$ cat src/rtl/ram_port_arbiter_pkg.sv
// Shared definitions for the RAM port arbiter: owner encoding and grant/lock enums.
package ram_port_arbiter_pkg;

    // Owner encoding, also used by the serial loader.
    localparam logic ARB_M0 = 1'b0;
    localparam logic ARB_M1 = 1'b1;

    typedef enum logic [1:0] {
        GNT_NONE = 2'd0,
        GNT_M0   = 2'd1,
        GNT_M1   = 2'd2
    } gnt_t;

    typedef enum logic {
        LOCK_FREE = 1'b0,
        LOCK_HELD = 1'b1
    } lock_state_t;

endpackage

$ cat src/rtl/ram_port_arbiter_arb_rr2.sv
// Two-way round-robin picker. m1 may hold the port with a lock; a burst counter
// bounds how many locked m1 grants m0 has to sit through.
//
//  state     | meaning
//  LOCK_FREE | plain round-robin between m0 and m1
//  LOCK_HELD | m1 keeps winning ties until burst_cnt reaches BURST_MAX
module arb_rr2
    import ram_port_arbiter_pkg::*;
#(
    parameter int BURST_MAX = 8
) (
    input  logic clk,
    input  logic reset,
    input  logic req0,
    input  logic req1,
    input  logic lock1,
    output logic gnt0,
    output logic gnt1
);

    localparam int CW = $clog2(BURST_MAX + 1);

    logic          last;
    logic          last_nxt;
    lock_state_t   lock_own;
    lock_state_t   lock_nxt;
    logic [CW-1:0] burst_cnt;
    logic [CW-1:0] burst_nxt;
    gnt_t          pick;

    // Grant decision; nothing is granted while reset is asserted.
    always_comb begin
        pick = GNT_NONE;
        if (reset) begin
            pick = GNT_NONE;
        end else if (req0 && !req1) begin
            pick = GNT_M0;
        end else if (req1 && !req0) begin
            pick = GNT_M1;
        end else if (req0 && req1) begin
            if (lock_own == LOCK_HELD && burst_cnt < CW'(BURST_MAX)) begin
                pick = GNT_M1;
            end else if (last == ARB_M0) begin
                pick = GNT_M1;
            end else begin
                pick = GNT_M0;
            end
        end
    end

    assign gnt0 = (pick == GNT_M0);
    assign gnt1 = (pick == GNT_M1);

    // Next owner, lock and burst count. The m1 grant that takes the lock while
    // m0 is waiting counts as the first grant of the burst, so m0 waits at most
    // BURST_MAX locked grants.
    always_comb begin
        last_nxt  = last;
        lock_nxt  = lock_own;
        burst_nxt = burst_cnt;
        if (pick == GNT_M0) begin
            last_nxt  = ARB_M0;
            lock_nxt  = LOCK_FREE;
            burst_nxt = '0;
        end else if (pick == GNT_M1) begin
            last_nxt = ARB_M1;
            lock_nxt = lock1 ? LOCK_HELD : LOCK_FREE;
            if (!lock1) begin
                burst_nxt = '0;
            end else if (req0 && burst_cnt < CW'(BURST_MAX)) begin
                burst_nxt = burst_cnt + CW'(1);
            end
        end
    end

    // State register; after reset m0 wins the first tie.
    always_ff @(posedge clk or posedge reset) begin
        if (reset) begin
            last      <= ARB_M1;
            lock_own  <= LOCK_FREE;
            burst_cnt <= '0;
        end else begin
            last      <= last_nxt;
            lock_own  <= lock_nxt;
            burst_cnt <= burst_nxt;
        end
    end

endmodule

$ cat src/rtl/ram_port_arbiter.sv
// Shares port B of ram_dual between the J1 data bus (m0) and the loader (m1).
// Holds the address/data mux and tracks the RAM's one-cycle read latency.
module ram_port_arbiter
    import ram_port_arbiter_pkg::*;
#(
    parameter int LOG2ABITS = 12,
    parameter int DWIDTH    = 16,
    parameter int BURST_MAX = 8
) (
    input  logic                 clk,
    input  logic                 reset,
    input  logic                 m0_req,
    input  logic                 m0_we,
    input  logic [LOG2ABITS-1:0] m0_addr,
    input  logic [DWIDTH-1:0]    m0_wdata,
    output logic                 m0_gnt,
    output logic                 m0_rvalid,
    input  logic                 m1_req,
    input  logic                 m1_we,
    input  logic [LOG2ABITS-1:0] m1_addr,
    input  logic [DWIDTH-1:0]    m1_wdata,
    input  logic                 m1_lock,
    output logic                 m1_gnt,
    output logic                 m1_rvalid,
    output logic [LOG2ABITS-1:0] ram_addr,
    output logic [DWIDTH-1:0]    ram_wdata,
    output logic                 ram_we,
    input  logic [DWIDTH-1:0]    ram_rdata,
    output logic [DWIDTH-1:0]    rdata
);

    arb_rr2 #(
        .BURST_MAX(BURST_MAX)
    ) u_arb (
        .clk  (clk),
        .reset(reset),
        .req0 (m0_req),
        .req1 (m1_req),
        .lock1(m1_lock),
        .gnt0 (m0_gnt),
        .gnt1 (m1_gnt)
    );

    // Route the granted requester to the RAM; idle cycles park on m0 with writes off.
    always_comb begin
        ram_addr  = m0_addr;
        ram_wdata = m0_wdata;
        ram_we    = 1'b0;
        if (m1_gnt) begin
            ram_addr  = m1_addr;
            ram_wdata = m1_wdata;
            ram_we    = m1_we;
        end else if (m0_gnt) begin
            ram_we = m0_we;
        end
    end

    // Flag the cycle in which the registered RAM output belongs to each requester.
    always_ff @(posedge clk or posedge reset) begin
        if (reset) begin
            m0_rvalid <= 1'b0;
            m1_rvalid <= 1'b0;
        end else begin
            m0_rvalid <= m0_gnt && !m0_we;
            m1_rvalid <= m1_gnt && !m1_we;
        end
    end

    assign rdata = ram_rdata;

endmodule
$ cat config.mk
export PLATFORM = sky130hd
export DESIGN_NAME = ram_port_arbiter
export DESIGN_NICKNAME = d
export VERILOG_FILES = /design/src/rtl/ram_port_arbiter_pkg.sv /design/src/rtl/ram_port_arbiter_arb_rr2.sv /design/src/rtl/ram_port_arbiter.sv
export SDC_FILE = /design/constraint.sdc
export NUM_CORES = 1
export LEC_CHECK = 0
export CAP_MARGIN = 20
export CORE_AREA = 5 5 66 68
export DETAILED_ROUTE_END_ITERATION = 10
export DIE_AREA = 0 0 71 73
export PLACE_DENSITY_LB_ADDON = 0.2
export SYNTH_ARGS = -nofsm -noshare
export SYNTH_HDL_FRONTEND = slang
export SYNTH_SLANG_ARGS = --single-unit
$ cat constraint.sdc
create_clock -name clk -period 3.7 [get_ports clk]
set_input_delay 0.37 -clock clk [delete_from_list [all_inputs] [get_ports clk]]
set_output_delay 0.37 -clock clk [all_outputs]
set_load 0.005 [all_outputs]
Word-level counts from Yosys, hierarchy flattened
Index checks and enable logic that the tools add are counted.
{"block": "classes", "addsub": 1, "order_cmp": 1, "eq_ne": 3, "muxes": 19, "n_reduce_logical": 13}
{"op": "$mux W16", "n": 1}
{"op": "$mux W4", "n": 4}
{"op": "$mux W12", "n": 1}
{"op": "$mux W2", "n": 6}
{"op": "$logic_and A1 B1 Y1", "n": 7}
{"op": "$mux W1", "n": 7}
{"op": "$add A4 B1 Y4 const B", "n": 1}
{"op": "$logic_not A1 Y1", "n": 4}
{"op": "$lt A4 B4 Y1 const B", "n": 1}
{"op": "$ne A3 B2 Y1 const B", "n": 1}
{"op": "$eq A2 B1 Y1 const B", "n": 1}
{"op": "$eq A2 B2 Y1 const B", "n": 1}
{"op": "$reduce_and A2 Y1", "n": 1}
{"op": "$reduce_bool A2 Y1", "n": 1}
{"block": "totals", "reg_bits": 8, "input_bits": 79, "out_inout_bits": 49}

Depth between registers and ports, before layout
{"block": "depth", "ltp_word": 10, "ltp_mapped": 7, "mapped_depth_nobuf": 7}

Hierarchy
A second synthesis with hierarchy kept.
{"block": "unflattened", "cells_unflattened": 97, "hier_area_um2": 943.4}
{"module": "ram_port_arbiter", "instances": 1, "cells_each": 55, "area_each_um2": 548.0, "seq_area_each_um2": 50.0}
{"module": "arb_rr2", "instances": 1, "cells_each": 42, "area_each_um2": 395.4, "seq_area_each_um2": 151.4}

Worst setup path after synthesis
Ideal clock, no wire load.
{"block": "synth_path", "path_type": "register -> output", "from": "reg u_arb.burst_cnt[3]", "to": "out ram_addr[0]", "arrival_time_ps": 1569, "required_time_ps": 3330, "setup_slack_ps": 1761, "stages_incl_launch_ff": 7, "path_buffers": 1, "cell_sequence": "dfrtp_1 -> inv_1 -> a21oi_1 -> a211oi_1 -> ha_1 -> buf_2 -> mux2_2"}
{"block": "synth_via", "elab_chain_cells": 9}
{"element": "start: declaration", "line": "ram_port_arbiter_arb_rr2.sv:27", "source": "logic [CW-1:0] burst_cnt;"}
{"element": "start signal: assignment", "line": "ram_port_arbiter_arb_rr2.sv:85", "source": "burst_cnt <= burst_nxt;"}
{"element": "$lt A4 B4 Y1", "line": "ram_port_arbiter_arb_rr2.sv:41", "source": "if (lock_own == LOCK_HELD && burst_cnt < CW'(BURST_MAX)) begin"}
{"element": "$logic_and A1 B1 Y1", "line": "ram_port_arbiter_arb_rr2.sv:41"}
{"element": "$mux W2", "line": "ram_port_arbiter_arb_rr2.sv:41"}
{"element": "$mux W2", "line": "ram_port_arbiter_arb_rr2.sv:40", "source": "end else if (req0 && req1) begin"}
{"element": "$mux W2", "line": "ram_port_arbiter_arb_rr2.sv:38", "source": "end else if (req1 && !req0) begin"}
{"element": "$mux W2", "line": "ram_port_arbiter_arb_rr2.sv:36", "source": "end else if (req0 && !req1) begin"}
{"element": "$mux W2", "line": "ram_port_arbiter_arb_rr2.sv:34", "source": "if (reset) begin"}
{"element": "$eq A2 B2 Y1", "line": "ram_port_arbiter_arb_rr2.sv:52", "source": "assign gnt1 = (pick == GNT_M1);"}
{"element": "named net m1_gnt", "line": "ram_port_arbiter.sv:23", "source": "output logic m1_gnt,"}
{"element": "$mux W12", "line": "ram_port_arbiter.sv:49", "source": "if (m1_gnt) begin"}
{"element": "end: declaration", "line": "ram_port_arbiter.sv:25", "source": "output logic [LOG2ABITS-1:0] ram_addr,"}
The timed path passes the listed nets, and every way through them passes these cells.

Worst setup path in the final report
{"block": "layout_path", "from": "in reset", "to": "out ram_addr[11]"}
{"block": "layout_via", "elab_chain_cells": 3}
{"element": "start: declaration", "line": "ram_port_arbiter.sv:11", "source": "input logic reset,"}
{"element": "$mux W2", "line": "ram_port_arbiter_arb_rr2.sv:34"}
{"element": "$eq A2 B2 Y1", "line": "ram_port_arbiter_arb_rr2.sv:52"}
{"element": "$mux W12", "line": "ram_port_arbiter.sv:49"}
No other way between the ends.

==> results.yml <==
cells_and_area:
  ff_latch_area_um2: 201.4
  layout.nets: 258
  mostFrequentLayoutCells: "clkdlybuf4s50_1, mux2_2, inv_1, dfrtp_1, nand2_1"
  n_antenna_cell: 0
  drive_gt1_share_pct: 19.43
  layout_commonest_cell: "clkdlybuf4s50_1"
  areaGrowthSynthToFinish_pct: 101.8
  fillers: 390
  multiInputGateArea_um2: 541.8
  fin_area_um2: 1836
setup_path:
  reg2reg_depth: 6
  worstSetupStartpointType: "input port"
  end_kind: "primary output"
  cp_data_arrival_time_ns: 2.63
  reg2reg_slack_ns: 1.72
  path_buf_inv: 4
  critPathKind: "in -> out"
  r2r_start: "u_arb.last$_DFFE_PP1P_"
  path_cells: "clkdlybuf4s50_1 > inv_1 > o211ai_1 > ha_1 > buf_4 > mux2_2 > clkdlybuf4s50_1"
  worstPathRequired_ns: 3.33
  worstPathMaxFanout: 32
  crit_top_cell: "clkdlybuf4s50_1"
  r2r_end: "u_arb.burst_cnt[2]$_DFFE_PP0P_"
  slowest_stage: "clkdlybuf4s50_1"
  crit_family: "buffers and inverters"
  cp_slowest_stage_delay_ns: 0.52
grt:
  antenna_found_initial: 0
  grt_max_degree: 33
  grt.total_usage_pct: 13.47
  grt_pass1_vias: 1050
  grt-ovfl-total: 0
  grt_pass1_wl_mm: 5.423
yosys:
  synth_cells: 95
  synth_area_um2: 909.6
  yosysSeqAreaShare_pct: 22.15
  synth_warnings: 0
  synthDistinctLibCells: 25
  synth_ff_type: "dfrtp_1"
  synth_nets: 177
  async_reset_ff_share_pct: 100.0
  ys_seq_elements: 8
  synth_edf_count: 0
  syn_avg_cell_area_um2: 9.575
routing:
  wire_per_inst_um: 16.43
  via_per_inst: 4.338
  via_count: 976
  final_antenna_net_count: 0
  highest_layer: "met4"
  wl_met3_um: 350
  route.detailed.drc: 0
  wl_met2_mm: 2.032
  wl_mm: 3.697
  wirelength_met1_mm: 1.210
  drt-pass1-iter-count: 4
  drt-initial-drc-count: 22
timing:
  worst_pin_slew_ns: 0.3697
  fmax_ghz: 0.3334
  period_minus_slack_ns: 2.999
  finalCritPeriodShare_pct: 81.06
  rsz0062_at_grt: "false"
  setup_viol: 0
  fin_tns_setup_ns: 0
  max_slew_margin_pct: 75.35
  finalWorstSetupSlack_ns: 0.7009
  fin_worst_skew_ns: 0.004049
  slew_violations: 0
  finalHoldViolations: 0
clock_tree:
  cts_tree: "yes"
  ctsHoldBuffers: 0
  clk_path_buf_depth: 2
  cts_made_buffers: 3
  clkSinkCount: 8
  clkTransAtPathRegs_ns: 0.04
  cts_resized: 0
  clk_latency_ns: 0.23
  htreeDepth: 1
  cts_setup_buffers: 0
  ctsRootBufferMaster: "clkbuf_8"
floorplanning:
  rows: 23
  num_io_pins: 128
  start_util_pct: 23.95
  die_h_um: 73
  die_x_um: 71
  die_area_um2: 5183
  floorplan.core_area_um2: 3799
placement:
  place_area_um2: 1790
  gp_routability_congestion: 0.7863
  portBuffers: 95
  dp_hpwl_mm: 3.169
  pre_cts_ws_ns: 0.6681
hold_path:
  worstHoldPathType: "in -> async"
power:
  power_density_nw_per_um2: 281.7
  vdd_drop_max_uv: 110.2
  total_leakage_power_nw: 0.7234
run_status:
  status: "complete, no violations"
run:
  drv_cap: 0
-- through the flow --
stage,total power [mW],cells,hold WS [ns],util [%]
CTS,0.5253,225,0.5047,48.32
floorplan,0.2592,95,0.2013,-
detailed placement,0.4096,221,0.4991,47.13
global route,0.5544,225,0.5296,48.32
finish,0.5170,225,0.4956,48.32
global placement,0.4030,221,0.4912,47.13
-- routing by layer --
layer,vias to the layer above,GRT usage [%]
met5,-,0
met2,55,24.41
li1,478,-
met1,430,13.50
met3,13,4.821
met4,0,7.098
-- worst max path at each step --
stage / from / endpoint / slack (ns) / cells past startpoint
6_report: reset / ram_addr[11] / 0.70 / 7
5_1_grt: reset / ram_addr[6] / 0.53 / 7
4_1_cts: reset / ram_addr[3] / 0.66 / 7
3_5_place_dp: reset / ram_addr[3] / 0.67 / 7
3_3_place_gp: reset / ram_addr[3] / 0.73 / 7
2_1_floorplan: u_arb.burst_cnt[3]$_DFFE_PP0P_ / ram_addr[0] / 1.76 / 6
-- area by class of cell --
class / instances / share of cell area [%]
multi-input combinational: 60 / 29.52
timing repair buffer: 96 / 52.22
tap: 50 / 3.408
inverter: 7 / 1.431
clock buffer: 4 / 2.454
sequential: 8 / 10.97
-- registers in the layout (all words and copies together) (netlist names) --
register	flops
u_arb.lock_own	1
m0_rvalid	1
m1_rvalid	1
u_arb.last	1
u_arb.burst_cnt	4
-- power breakdown --
part           internal (mW)  leakage [nW]  switching [mW]
clock                 0.0747        0.0228          0.0354
sequential             0.112         0.104          0.0166
combinational          0.184         0.597          0.0943
total                  0.371         0.723           0.146
-- synthesized netlist by cell type, types with 3 or more instances --
library cell / count / area share [%]
nand2_1: 4 / 1.7
o21ai_0: 3 / 1.7
buf_2: 4 / 2.2
dfrtp_1: 7 / 19
mux2_2: 28 / 35
ha_1: 3 / 4.1
buf_4: 16 / 13
inv_1: 7 / 2.9
-- cells by family (layout without fill, tap and decap cells) --
| kind of cell | count (synthesis) | after routing | synth area share (%) |
|---|---|---|---|
| buffers and inverters | 27 | 107 | 18.30 |
| flip-flops | 8 | 8 | 22.15 |
| multiplexers | 30 | 30 | 36.86 |
| AND/OR/NAND/NOR | 15 | 15 | 10.18 |
| AO/OA/AOI/OAI | 12 | 12 | 8.390 |
| adder cells (fa/ha/maj) | 3 | 3 | 4.127 |
Power figures use the tool's default switching activity.
